**src/rtl/conv_frame_sequencer.sv**
```systemverilog
// conv_frame_sequencer
//   Sequences the 6x6 binary convolution datapath from the board buttons.
//   The load/start buttons are synchronised and edge-detected. Load presses
//   capture 6-bit rows into a frame buffer. A start press runs a six-cycle,
//   row-serial accumulate of popcount(frame row AND kernel row). The 6-bit
//   match count is then presented together with a valid flag.
// Ports
//   clk        : single clock, all state updates on posedge
//   rst_n      : asynchronous active-low reset
//   ui_in      : [5:0] row data, [6] load button, [7] start button
//   sum_out    : accumulated match count (0..36), updated on COMPUTE->DONE
//   sum_valid  : high while in DONE
//   busy       : high while in COMPUTE
//   row_idx    : number of rows written in the current frame (0..6)
//   frame_out  : frame buffer, row r at [r*COLS +: COLS]
//   err        : sticky flag, a button edge was dropped; cleared by reset only
module conv_frame_sequencer #(
   parameter int                     ROWS        = 6,
   parameter int                     COLS        = 6,
   parameter int                     SYNC_STAGES = 2,
   parameter logic [ROWS*COLS-1:0]   KERNEL      = 36'hF_FFFF_FFFF
) (
   input  logic                   clk,
   input  logic                   rst_n,
   input  logic [7:0]             ui_in,
   output logic [5:0]             sum_out,
   output logic                   sum_valid,
   output logic                   busy,
   output logic [2:0]             row_idx,
   output logic [ROWS*COLS-1:0]   frame_out,
   output logic                   err
);

   typedef enum logic [2:0] {
      S_IDLE,
      S_LOAD,
      S_FULL,
      S_COMPUTE,
      S_DONE
   } state_t;

   state_t                 state_reg, state_next;
   logic [SYNC_STAGES-1:0] load_sync_reg, start_sync_reg;
   logic                   load_d_reg, start_d_reg;
   logic [2:0]             row_idx_reg, row_idx_next;
   logic [2:0]             step_reg, step_next;
   logic [5:0]             acc_reg, acc_next;
   logic [5:0]             sum_reg, sum_next;
   logic                   err_reg, err_next;
   logic [ROWS*COLS-1:0]   frame_reg, frame_next;

   logic                   load_rise, start_rise;
   logic [COLS-1:0]        row_data;
   logic [5:0]             row_pop [ROWS];
   logic [5:0]             cur_pop;
   logic                   clear_frame, write_row;
   logic [2:0]             wr_idx;

   // Rising edges are taken at the synchroniser output, one cycle per press.
   assign load_rise  = load_sync_reg[SYNC_STAGES-1]  & ~load_d_reg;
   assign start_rise = start_sync_reg[SYNC_STAGES-1] & ~start_d_reg;
   // Row data is not synchronised: the user holds it stable while pressing load.
   assign row_data   = ui_in[COLS-1:0];

   // Per-row match counts; the compute step selects one of them each cycle.
   for (genvar gi = 0; gi < ROWS; gi++) begin : g_row_pop
      assign row_pop[gi] = 6'($countones(frame_reg[gi*COLS +: COLS] & KERNEL[gi*COLS +: COLS]));
   end

   always_comb begin
      cur_pop = '0;
      for (int r = 0; r < ROWS; r++) begin
         if (step_reg == 3'(r)) cur_pop = row_pop[r];
      end
   end

   always_ff @(posedge clk or negedge rst_n) begin
      if (!rst_n) begin
         state_reg      <= S_IDLE;
         load_sync_reg  <= '0;
         start_sync_reg <= '0;
         load_d_reg     <= 1'b0;
         start_d_reg    <= 1'b0;
         row_idx_reg    <= '0;
         step_reg       <= '0;
         acc_reg        <= '0;
         sum_reg        <= '0;
         err_reg        <= 1'b0;
         frame_reg      <= '0;
      end else begin
         state_reg      <= state_next;
         load_sync_reg  <= {load_sync_reg[SYNC_STAGES-2:0], ui_in[6]};
         start_sync_reg <= {start_sync_reg[SYNC_STAGES-2:0], ui_in[7]};
         load_d_reg     <= load_sync_reg[SYNC_STAGES-1];
         start_d_reg    <= start_sync_reg[SYNC_STAGES-1];
         row_idx_reg    <= row_idx_next;
         step_reg       <= step_next;
         acc_reg        <= acc_next;
         sum_reg        <= sum_next;
         err_reg        <= err_next;
         frame_reg      <= frame_next;
      end
   end

   always_comb begin
      state_next   = state_reg;
      row_idx_next = row_idx_reg;
      step_next    = step_reg;
      acc_next     = acc_reg;
      sum_next     = sum_reg;
      err_next     = err_reg;
      clear_frame  = 1'b0;
      write_row    = 1'b0;
      wr_idx       = row_idx_reg;

      case (state_reg)
         S_IDLE: begin
            // Start without a frame is silently ignored; load wins a tie here.
            if (load_rise) begin
               clear_frame  = 1'b1;
               write_row    = 1'b1;
               wr_idx       = '0;
               row_idx_next = 3'd1;
               state_next   = S_LOAD;
            end
         end
         S_LOAD, S_FULL, S_DONE: begin
            if (start_rise) begin
               // Start wins a tie; the simultaneous load is dropped.
               if (load_rise) err_next = 1'b1;
               acc_next   = '0;
               step_next  = '0;
               state_next = S_COMPUTE;
            end else if (load_rise) begin
               if (state_reg == S_FULL) begin
                  err_next = 1'b1;
               end else if (state_reg == S_DONE) begin
                  clear_frame  = 1'b1;
                  write_row    = 1'b1;
                  wr_idx       = '0;
                  row_idx_next = 3'd1;
                  state_next   = S_LOAD;
               end else begin
                  write_row    = 1'b1;
                  row_idx_next = row_idx_reg + 3'd1;
                  if (row_idx_reg == 3'(ROWS-1)) state_next = S_FULL;
               end
            end
         end
         S_COMPUTE: begin
            if (load_rise || start_rise) err_next = 1'b1;
            acc_next  = acc_reg + cur_pop;
            step_next = step_reg + 3'd1;
            if (step_reg == 3'(ROWS-1)) begin
               sum_next   = acc_reg + cur_pop;
               state_next = S_DONE;
            end
         end
         default: state_next = S_IDLE;
      endcase

      frame_next = clear_frame ? '0 : frame_reg;
      if (write_row) begin
         for (int r = 0; r < ROWS; r++) begin
            if (wr_idx == 3'(r)) frame_next[r*COLS +: COLS] = row_data;
         end
      end
   end

   assign sum_out   = sum_reg;
   assign sum_valid = (state_reg == S_DONE);
   assign busy      = (state_reg == S_COMPUTE);
   assign row_idx   = row_idx_reg;
   assign frame_out = frame_reg;
   assign err       = err_reg;

endmodule

```
**config.mk**
```make
export PLATFORM = sky130hd
export DESIGN_NAME = conv_frame_sequencer
export DESIGN_NICKNAME = d
export VERILOG_FILES = /design/src/rtl/conv_frame_sequencer.sv
export SDC_FILE = /design/constraint.sdc
export NUM_CORES = 1
export LEC_CHECK = 0
export ABC_AREA = 1
export BUFFER_PORTS_ARGS = -buffer_cell sky130_fd_sc_hd__buf_2
export CAP_MARGIN = 20
export CORE_MARGIN = 3
export CORE_UTILIZATION = 58
export CTS_CLUSTER_SIZE = 30
export DETAILED_ROUTE_END_ITERATION = 6
export GPL_TIMING_DRIVEN = 0
export PLACE_DENSITY_LB_ADDON = 0.2
export SLEW_MARGIN = 40
export SYNTH_ARGS = -nofsm -noshare
export SYNTH_HDL_FRONTEND = slang
export SYNTH_SLANG_ARGS = --single-unit
```
**constraint.sdc**
```tcl
create_clock -name clk -period 4.08 [get_ports clk]
set_input_delay 0.408 -clock clk [delete_from_list [all_inputs] [get_ports clk]]
set_output_delay 0.408 -clock clk [all_outputs]
set_load 0.02 [all_outputs]
```
==> reports/results.tsv <==
metric	value	unit
crit_path_end_kind	flop	
seq_area_frac_synth	0.4003	
holdBufCountCts	1	
ys_types	31	
clockBufferDepth	2	
design.core.area	6531	sq um
max_freq	266.4	MHz
whs_path_depth	1	
cp-start-kind	flop	
vias	3508	
grt_pass1_wl	16390	microns
rsz0062_at_grt	false	
post-cts-setup-buffers	0	
diodes	0	
final_area	4633	sq um
gr-total-overflow	0	
synth_cells	475	
wirelength	9900	microns
setup_viol	0	
drtIter0Drc	200	
r2r_start	frame_out[0]	
syn_nets	520	
die-height	89.06	microns
rrSetupSlack	330	ps
rr_worst_depth	19	
start_util	0.6126	
via_per_inst	5.595	
gp_congestion	0.8629	
status	complete, no violations	
postRouteAntennaNets	0	
cp_data_arrival_time	3980	ps
clk_latency	350	ps
holdPathEnd	load_sync_reg[0]	
cp_max_fo	3	
root_buffer	clkbuf_8	
ios	58	
hold_viol	0	
drc_errors	0	
ctsResizeCount	0	
timing.slew.headroom	0.6170	
wl_per_cell	15.79	microns
holdCritPathClass	in2reg	
period_minus_slack	3754	ps
skew	9.196	ps
powerDensity	680.6	nW/um^2
async_flop_share	1.000	
antenna_found_initial	0	
crit_type	reg2reg	
avgSynthCellArea	8.424	sq um
grt_pass1_vias	3418	
drive_gt1_frac	0.1836	
die_w	89.06	microns
worstMarginPinSlew	574.5	ps
cts_tree	yes	
synth-main-ff-cell	dfrtp_1	
areaGrowthSynthToFinish	15.79	%
worst_slack	326.5	ps
clkTransAtPathRegs	70	ps
maxSlewViolCount	0	
track_usage	0.2742	
synth_edf_count	0	
nets	590	
cts_buffers	9	
min_from	ui_in[6]	
row_count	29	
place_area	4405	sq um
total_power	3.153	mW
drv_cap	0	
ys_ff_latch	64	
cts_htree_levels	3	
largest_register_ffs	36	
dieArea	7932	sq um
fin_crit_sh	0.9200	
timing.rr.end	acc_reg[4]	
port_buffers	57	
finalSetupTns	0	ps
grt_max_degree	44	
dp_slack	353.9	ps
fin_hold_ws	162.3	ps
p_leak	2.556	nW
critical_path_required	4310	ps
ir_worst_vdd	0.0003973	V
cts_sinks	64	
post-dp-hpwl	7377	microns
first_pass_iters	5	
syn-cell-area	4001	sq um
synth-warning-count	0	
metrics by stage:
stage	cells	util
after floorplan	475	-
after global placement	609	0.6711
after detailed placement	610	0.6745
after CTS	627	0.7094
after global routing	627	0.7094
final	627	0.7094
logic make-up (layout without fill, tap and decap cells):
| group | Yosys count | count (layout) | share of synthesized area |
|---|---|---|---|
| buf+inv | 76 | 151 | 0.08036 |
| compound gates | 38 | 38 | 0.05222 |
| flops | 64 | 64 | 0.4003 |
| xor+xnor | 3 | 3 | 0.006568 |
| simple gates | 258 | 258 | 0.3130 |
| fa+ha+maj | 36 | 36 | 0.1476 |
worst max-delay path by stage:
stage	from	slack [ps]	to
floorplan	frame_out[0]	560	sum_out[4]
global placement	frame_out[0]	440	sum_out[4]
finish	frame_out[0]	330	acc_reg[4]
global route	frame_out[0]	3	sum_out[5]
detailed placement	frame_out[0]	350	sum_out[5]
CTS	frame_out[0]	350	acc_reg[4]
per-layer routing:
| metal | up-vias | GRT usage | wire length, microns |
|---|---|---|---|
| met5 | - | 0 | 0 |
| met1 | 1667 | 0.3831 | 4246 |
| met4 | 0 | 0.1258 | 278 |
| li1 | 1672 | - | - |
| met3 | 30 | 0.04055 | 647 |
| met2 | 139 | 0.4251 | 4728 |
critical path, cell delays in order, from the launching register on:
cell and delay, ps:
dfrtp_1 410, fa_1 540, inv_1 50, fa_1 420, inv_1 70, ha_1 130
inv_1 50, fa_1 480, nor2_1 40, nand2_1 70, o211ai_1 90, nand3_1 90
nand2_1 70, nand2_1 70, nand2_1 90, fa_1 450, a21oi_1 190, nor2_1 70
xor2_1 180, o22ai_1 100
cells in the final DEF (no fill, tap or decap), drive strengths merged:
master,n
nand2,141
buf,67
dfrtp,64
inv,61
nand4,39
nand3,27
and2,24
nor2,24
fa,19
clkbuf,19
o21ai,17
ha,16
a21oi,14
nand3b,2
o211ai,2
o21a,2
xor2,2
o22ai,2
clkinv,2
or2,1
xnor2,1
o21bai,1
maj3,1
bufinv,1
dlygate4sd3,1
power by group:
group	total (mW)	switching, mW	internal [mW]
Clock	0.597	0.249	0.348
Combinational	1.60	1.06	0.546
Sequential	0.954	0.163	0.791
Total	3.15	1.47	1.69
area by class of cell:
class                   instances  area (sq um)
multi-input cells             335          2078
repair buffers                 59         317.8
fillers                       519          1898
flip-flops and latches         64          1602
inverters                      62         232.7
plain buffers                  14         88.84
well taps                      77         96.34
clock buffers                  14         182.7
clock inverters                 2         35.03
cell usage after synthesis (4+ instances only):
| library cell | n | area, sq um |
|---|---|---|
| buf_2 | 5 | 25.02 |
| fa_1 | 19 | 380.4 |
| a21oi_1 | 14 | 70.07 |
| and2_1 | 24 | 150.1 |
| buf_6 | 4 | 45.04 |
| nand3_1 | 17 | 85.08 |
| inv_1 | 60 | 225.2 |
| nor2_1 | 20 | 75.07 |
| o21ai_0 | 16 | 80.08 |
| ha_1 | 16 | 200.2 |
| nand4_1 | 39 | 244.0 |
| nand3_2 | 9 | 90.09 |
| dfrtp_1 | 64 | 1602 |
| nand2_1 | 139 | 521.8 |
| clkbuf_1 | 5 | 18.77 |
Power figures use the tool's default switching activity.
